--- src/rtl/vend_dispense_sequencer.sv ---
// Dispense sequencer: runs the product motor, then ejects change one coin at a time,
// supervising each actuator with an acknowledge and a timeout and latching a sticky fault.
module vend_dispense_sequencer #(
  parameter int PULSE_W       = 4,
  parameter int GAP_W         = 2,
  parameter int MOTOR_TIMEOUT = 64,
  parameter int ACK_TIMEOUT   = 16
) (
  input  logic       clk,
  input  logic       reset,
  input  logic       vend_valid,
  input  logic [1:0] vend_pro,
  input  logic [2:0] vend_change,
  output logic       vend_ready,
  output logic       motor_on,
  output logic [1:0] motor_sel,
  input  logic       motor_done,
  output logic       coin_eject,
  input  logic       coin_ack,
  output logic       busy,
  output logic       done,
  output logic       fault,
  output logic [1:0] fault_code,
  output logic [2:0] remaining,
  input  logic       fault_clr
);

  localparam int MAX_A = (MOTOR_TIMEOUT > ACK_TIMEOUT) ? MOTOR_TIMEOUT : ACK_TIMEOUT;
  localparam int MAX_B = (PULSE_W > GAP_W) ? PULSE_W : GAP_W;
  localparam int MAX_T = (MAX_A > MAX_B) ? MAX_A : MAX_B;
  localparam int CNT_W = $clog2(MAX_T + 1);

  typedef enum logic [2:0] {
    IDLE, MOTOR, EJECT, WAIT_ACK, GAP, DONE, FAULT
  } state_t;

  state_t             state, state_n;
  logic [CNT_W-1:0]   cnt, cnt_n;
  logic               ack_seen, ack_seen_n;
  logic [1:0]         pro_q, pro_n;
  logic [2:0]         rem_n;
  logic [1:0]         code_n;

  function automatic logic [2:0] dec_sat(input logic [2:0] v);
    return (v == 3'd0) ? 3'd0 : v - 3'd1;
  endfunction

  always_comb begin
    state_n    = state;
    cnt_n      = cnt;
    ack_seen_n = ack_seen;
    pro_n      = pro_q;
    rem_n      = remaining;
    code_n     = fault_code;
    case (state)
      IDLE: begin
        if (vend_valid) begin
          pro_n      = vend_pro;
          rem_n      = vend_change;
          cnt_n      = '0;
          ack_seen_n = 1'b0;
          if (vend_pro != 2'b00)       state_n = MOTOR;
          else if (vend_change != 3'd0) state_n = EJECT;
          else                          state_n = DONE;
        end
      end
      MOTOR: begin
        // motor_done takes priority over a timeout landing on the same cycle
        if (motor_done) begin
          cnt_n      = '0;
          ack_seen_n = 1'b0;
          state_n    = (remaining != 3'd0) ? EJECT : DONE;
        end else if (cnt == CNT_W'(MOTOR_TIMEOUT - 1)) begin
          state_n = FAULT;
          code_n  = 2'b01;
        end else begin
          cnt_n = cnt + 1'b1;
        end
      end
      EJECT: begin
        if (coin_ack) ack_seen_n = 1'b1;
        if (cnt == CNT_W'(PULSE_W - 1)) begin
          cnt_n = '0;
          // an ack arriving during the pulse credits this coin and skips WAIT_ACK
          if (ack_seen || coin_ack) begin
            ack_seen_n = 1'b0;
            rem_n      = dec_sat(remaining);
            state_n    = (remaining > 3'd1) ? GAP : DONE;
          end else begin
            state_n = WAIT_ACK;
          end
        end else begin
          cnt_n = cnt + 1'b1;
        end
      end
      WAIT_ACK: begin
        if (coin_ack) begin
          cnt_n   = '0;
          rem_n   = dec_sat(remaining);
          state_n = (remaining > 3'd1) ? GAP : DONE;
        end else if (cnt == CNT_W'(ACK_TIMEOUT - 1)) begin
          state_n = FAULT;
          code_n  = 2'b10;
        end else begin
          cnt_n = cnt + 1'b1;
        end
      end
      GAP: begin
        if (cnt == CNT_W'(GAP_W - 1)) begin
          cnt_n      = '0;
          ack_seen_n = 1'b0;
          state_n    = EJECT;
        end else begin
          cnt_n = cnt + 1'b1;
        end
      end
      DONE: state_n = IDLE;
      FAULT: begin
        if (fault_clr) begin
          state_n = IDLE;
          code_n  = 2'b00;
          rem_n   = 3'd0;
        end
      end
      default: state_n = IDLE;
    endcase
  end

  // Outputs are registered decodes of the next state so they line up with the state register
  always_ff @(posedge clk or negedge reset) begin
    if (!reset) begin
      state      <= IDLE;
      cnt        <= '0;
      ack_seen   <= 1'b0;
      pro_q      <= 2'b00;
      remaining  <= 3'd0;
      fault_code <= 2'b00;
      vend_ready <= 1'b1;
      motor_on   <= 1'b0;
      motor_sel  <= 2'b00;
      coin_eject <= 1'b0;
      busy       <= 1'b0;
      done       <= 1'b0;
      fault      <= 1'b0;
    end else begin
      state      <= state_n;
      cnt        <= cnt_n;
      ack_seen   <= ack_seen_n;
      pro_q      <= pro_n;
      remaining  <= rem_n;
      fault_code <= code_n;
      vend_ready <= (state_n == IDLE);
      motor_on   <= (state_n == MOTOR);
      motor_sel  <= (state_n == MOTOR) ? pro_n : 2'b00;
      coin_eject <= (state_n == EJECT);
      busy       <= (state_n == MOTOR) || (state_n == EJECT) || (state_n == WAIT_ACK) ||
                    (state_n == GAP)   || (state_n == DONE);
      done       <= (state_n == DONE);
      fault      <= (state_n == FAULT);
    end
  end

endmodule

--- config.mk ---
export PLATFORM = sky130hd
export DESIGN_NAME = vend_dispense_sequencer
export DESIGN_NICKNAME = d
export VERILOG_FILES = /design/src/rtl/vend_dispense_sequencer.sv
export SDC_FILE = /design/constraint.sdc
export NUM_CORES = 1
export LEC_CHECK = 0
export ABC_AREA = 1
export BUFFER_PORTS_ARGS = -buffer_cell sky130_fd_sc_hd__buf_2
export CAP_MARGIN = 30
export CORE_AREA = 2 2 77 79
export CTS_BUF_LIST = sky130_fd_sc_hd__clkbuf_8
export DETAILED_ROUTE_END_ITERATION = 10
export DIE_AREA = 0 0 79 81
export PLACE_DENSITY = 0.46
export RECOVER_POWER = 100
export SLEW_MARGIN = 5
export SYNTH_ARGS = -nofsm -noshare
export SYNTH_HDL_FRONTEND = slang
export SYNTH_SLANG_ARGS = --single-unit
--- constraint.sdc ---
create_clock -name clk -period 2.9 [get_ports clk]
set_input_delay 0.29 -clock clk [delete_from_list [all_inputs] [get_ports clk]]
set_output_delay 0.29 -clock clk [all_outputs]
set_load 0.01 [all_outputs]
==> metrics.cfg <==
[power_and_ir_drop]
peakVddDrop_mv=0.2034
cellPowerDensity_nw_per_um2=889.7
power_mw=1.592
p_leak_nw=0.8988

[logic_synthesis]
ys_ff_latch=26
ys.flop_type=dfrtp_1
synth_edf_count=0
synth.net_count=226
synth.yosys.seq_area_share_pct=39.98
async_flop_share_pct=100.0
syn_inst=213
synth.distinct_cells=34
ys_warn_count=0
syn_avg_cell_area_um2=7.654
synth_area_um2=1630

[cts]
ctsHoldBuffers=0
clock_path_buffers=2
clkTransAtPathRegs_ns=0.09
cts.root.buffer_cell=clkbuf_8
cts_setup_buffers=0
cts_buffers=3
insertion_delay_ns=0.27
cts.htree.levels=1
cts_resized=0
clock_sinks=26
cts_tree=done

[timing]
rsz0062_at_grt=no
fin_crit_ns=1.923
hold_violations=0
finalMaxSlewViolations=0
fmax_ghz=0.5201
fin_crit_sh_pct=66.30
worstMarginPinSlew_ns=1.425
setup_viol=0
setup_slack_ns=0.9773
slew_headroom_pct=5.027
finalClockSkew_ns=0.001918
finalSetupTns_ns=0

[global_routing]
grt_pass1_vias=1237
antenna_found_initial=0
grt_use_total_pct=11.81
grt_max_degree=27
grt_pass1_wl_um=5844
grt_overflow_total=0

[placed_design]
gp_congestion=0.8215
pre_cts_ws_ns=1.143
place_hpwl_um=2851
dpl-instance-area_um2=1817
io_buffers=23

[setup_path]
startpoint=cnt[0]
worstPathMaxFanout=8
crit_required_ns=3.07
cp_data_arrival_time_ns=2.09
endpoint_kind=register
cp-start-kind=register
r2r_start=cnt[0]
critPathKind=reg2reg

[run_status]
status=finished clean

[worst_hold_path]
hp-class=in2async

[layout]
final_cell_area_um2=1789
synthToLayoutAreaGrowth_pct=9.747
layout.cells.most_common=nand2_1
final_cell_mix=52 x nand2_1, 31 x inv_1, 27 x nor2_1, 25 x dfrtp_1, 14 x clkbuf_1
antenna_cells=0
utilization_pct=31.53
nets=252
drive_gt1_share_pct=14.71

[routing]
viasPerCell=4.409
dr.pass1.iters=4
drt_iter0_drc=80
ant_nets=0
post_drt_wl_per_cell_um=11.62
vias=1380
wl_um=3638
drcViolationCount=0

[die]
core_um2=5675
dieArea_um2=6399
die_width_um=79
start_util_pct=28.73
rows=28
die_h_um=81
ios=24

[flow_run]
drv_cap=0

-- layer usage --
layer | wire, µm | track usage [%]
met5 | 0 | 0
met4 | 72 | 5.690
met3 | 100 | 1.444
met2 | 1645 | 18.47
met1 | 1820 | 16.26
-- worst paths after layout --
path,end,slack [ns],cells past startpoint
worst max-delay path,cnt[3],0.98,9
worst min-delay path,cnt[1],0.33,1
worst max register to register,cnt[3],0.98,9
worst min register to register,ack_seen,0.52,2
max in group asynchronous,remaining[0],1.74,1
min in group clk,remaining[0],0.35,3
-- flip-flops by register name (all words and copies together) (netlist names) --
register    cells
pro_q           2
cnt             7
busy            1
motor_on        1
done            1
ack_seen        1
fault           1
fault_code      2
remaining       3
vend_ready      1
motor_sel       2
coin_eject      1
state           3
-- final cells by class --
class                           instances  area, µm²
Fill cell                             651       3886
Clock buffer                            4      55.05
Tap cell                               75      93.84
Sequential cell                        26      651.9
Timing Repair Buffer                   23      97.59
Inverter                               36      140.1
Multi-Input combinational cell        149      750.7
-- critical path: stages (launching register included) --
cell	delay, ns
dfrtp_1	0.42
ha_1	0.23
nand3_1	0.14
inv_1	0.16
nand2_1	0.12
nor2_1	0.15
nor2_2	0.04
nand2_1	0.28
o21ai_0	0.11
and2_0	0.16
-- Yosys cell counts, types with 2 or more instances --
master	count	area (µm²)
a21oi_1	4	20.02
a31oi_1	3	18.77
a32oi_1	2	17.52
buf_6	2	22.52
dfrtp_1	25	625.6
ha_1	2	25.02
inv_1	31	116.4
inv_2	4	15.01
nand2_1	49	183.9
nand2_2	6	37.54
nand2_4	3	33.78
nand3_1	11	55.05
nand3_2	2	20.02
nor2_1	23	86.33
nor2_2	6	37.54
nor2_4	5	56.30
nor3_2	3	30.03
o211ai_1	2	15.01
o21ai_0	11	55.05
o21ai_1	3	15.01
o22ai_1	3	18.77
-- cell families after synthesis --
kind of cell / count (synthesis) / share of synthesized area, %
AOI/OAI and AO/OA: 31 / 11.21
adders and majority gates: 2 / 1.535
buffers and inverters: 38 / 9.977
DFF: 26 / 39.98
and+or+nand+nor: 116 / 37.30
-- report_power, final --
part | switching (mW) | internal (mW) | total, mW | leakage [nW]
sequential | 0.0973 | 0.479 | 0.577 | 0.337
combinational | 0.522 | 0.256 | 0.778 | 0.533
clock | 0.116 | 0.122 | 0.237 | 0.0288
total | 0.735 | 0.856 | 1.59 | 0.899
-- per-stage QoR --
| stage | cells | hold slack, ns |
|---|---|---|
| 2_1_floorplan | 213 | -0.005591 |
| 3_3_place_gp | 309 | 0.3411 |
| 3_5_place_dp | 309 | 0.3410 |
| 4_1_cts | 313 | 0.03604 |
| 5_1_grt | 313 | 0.3832 |
| 6_report | 313 | 0.3277 |
Note: power is estimated with default switching activity, not from simulation.
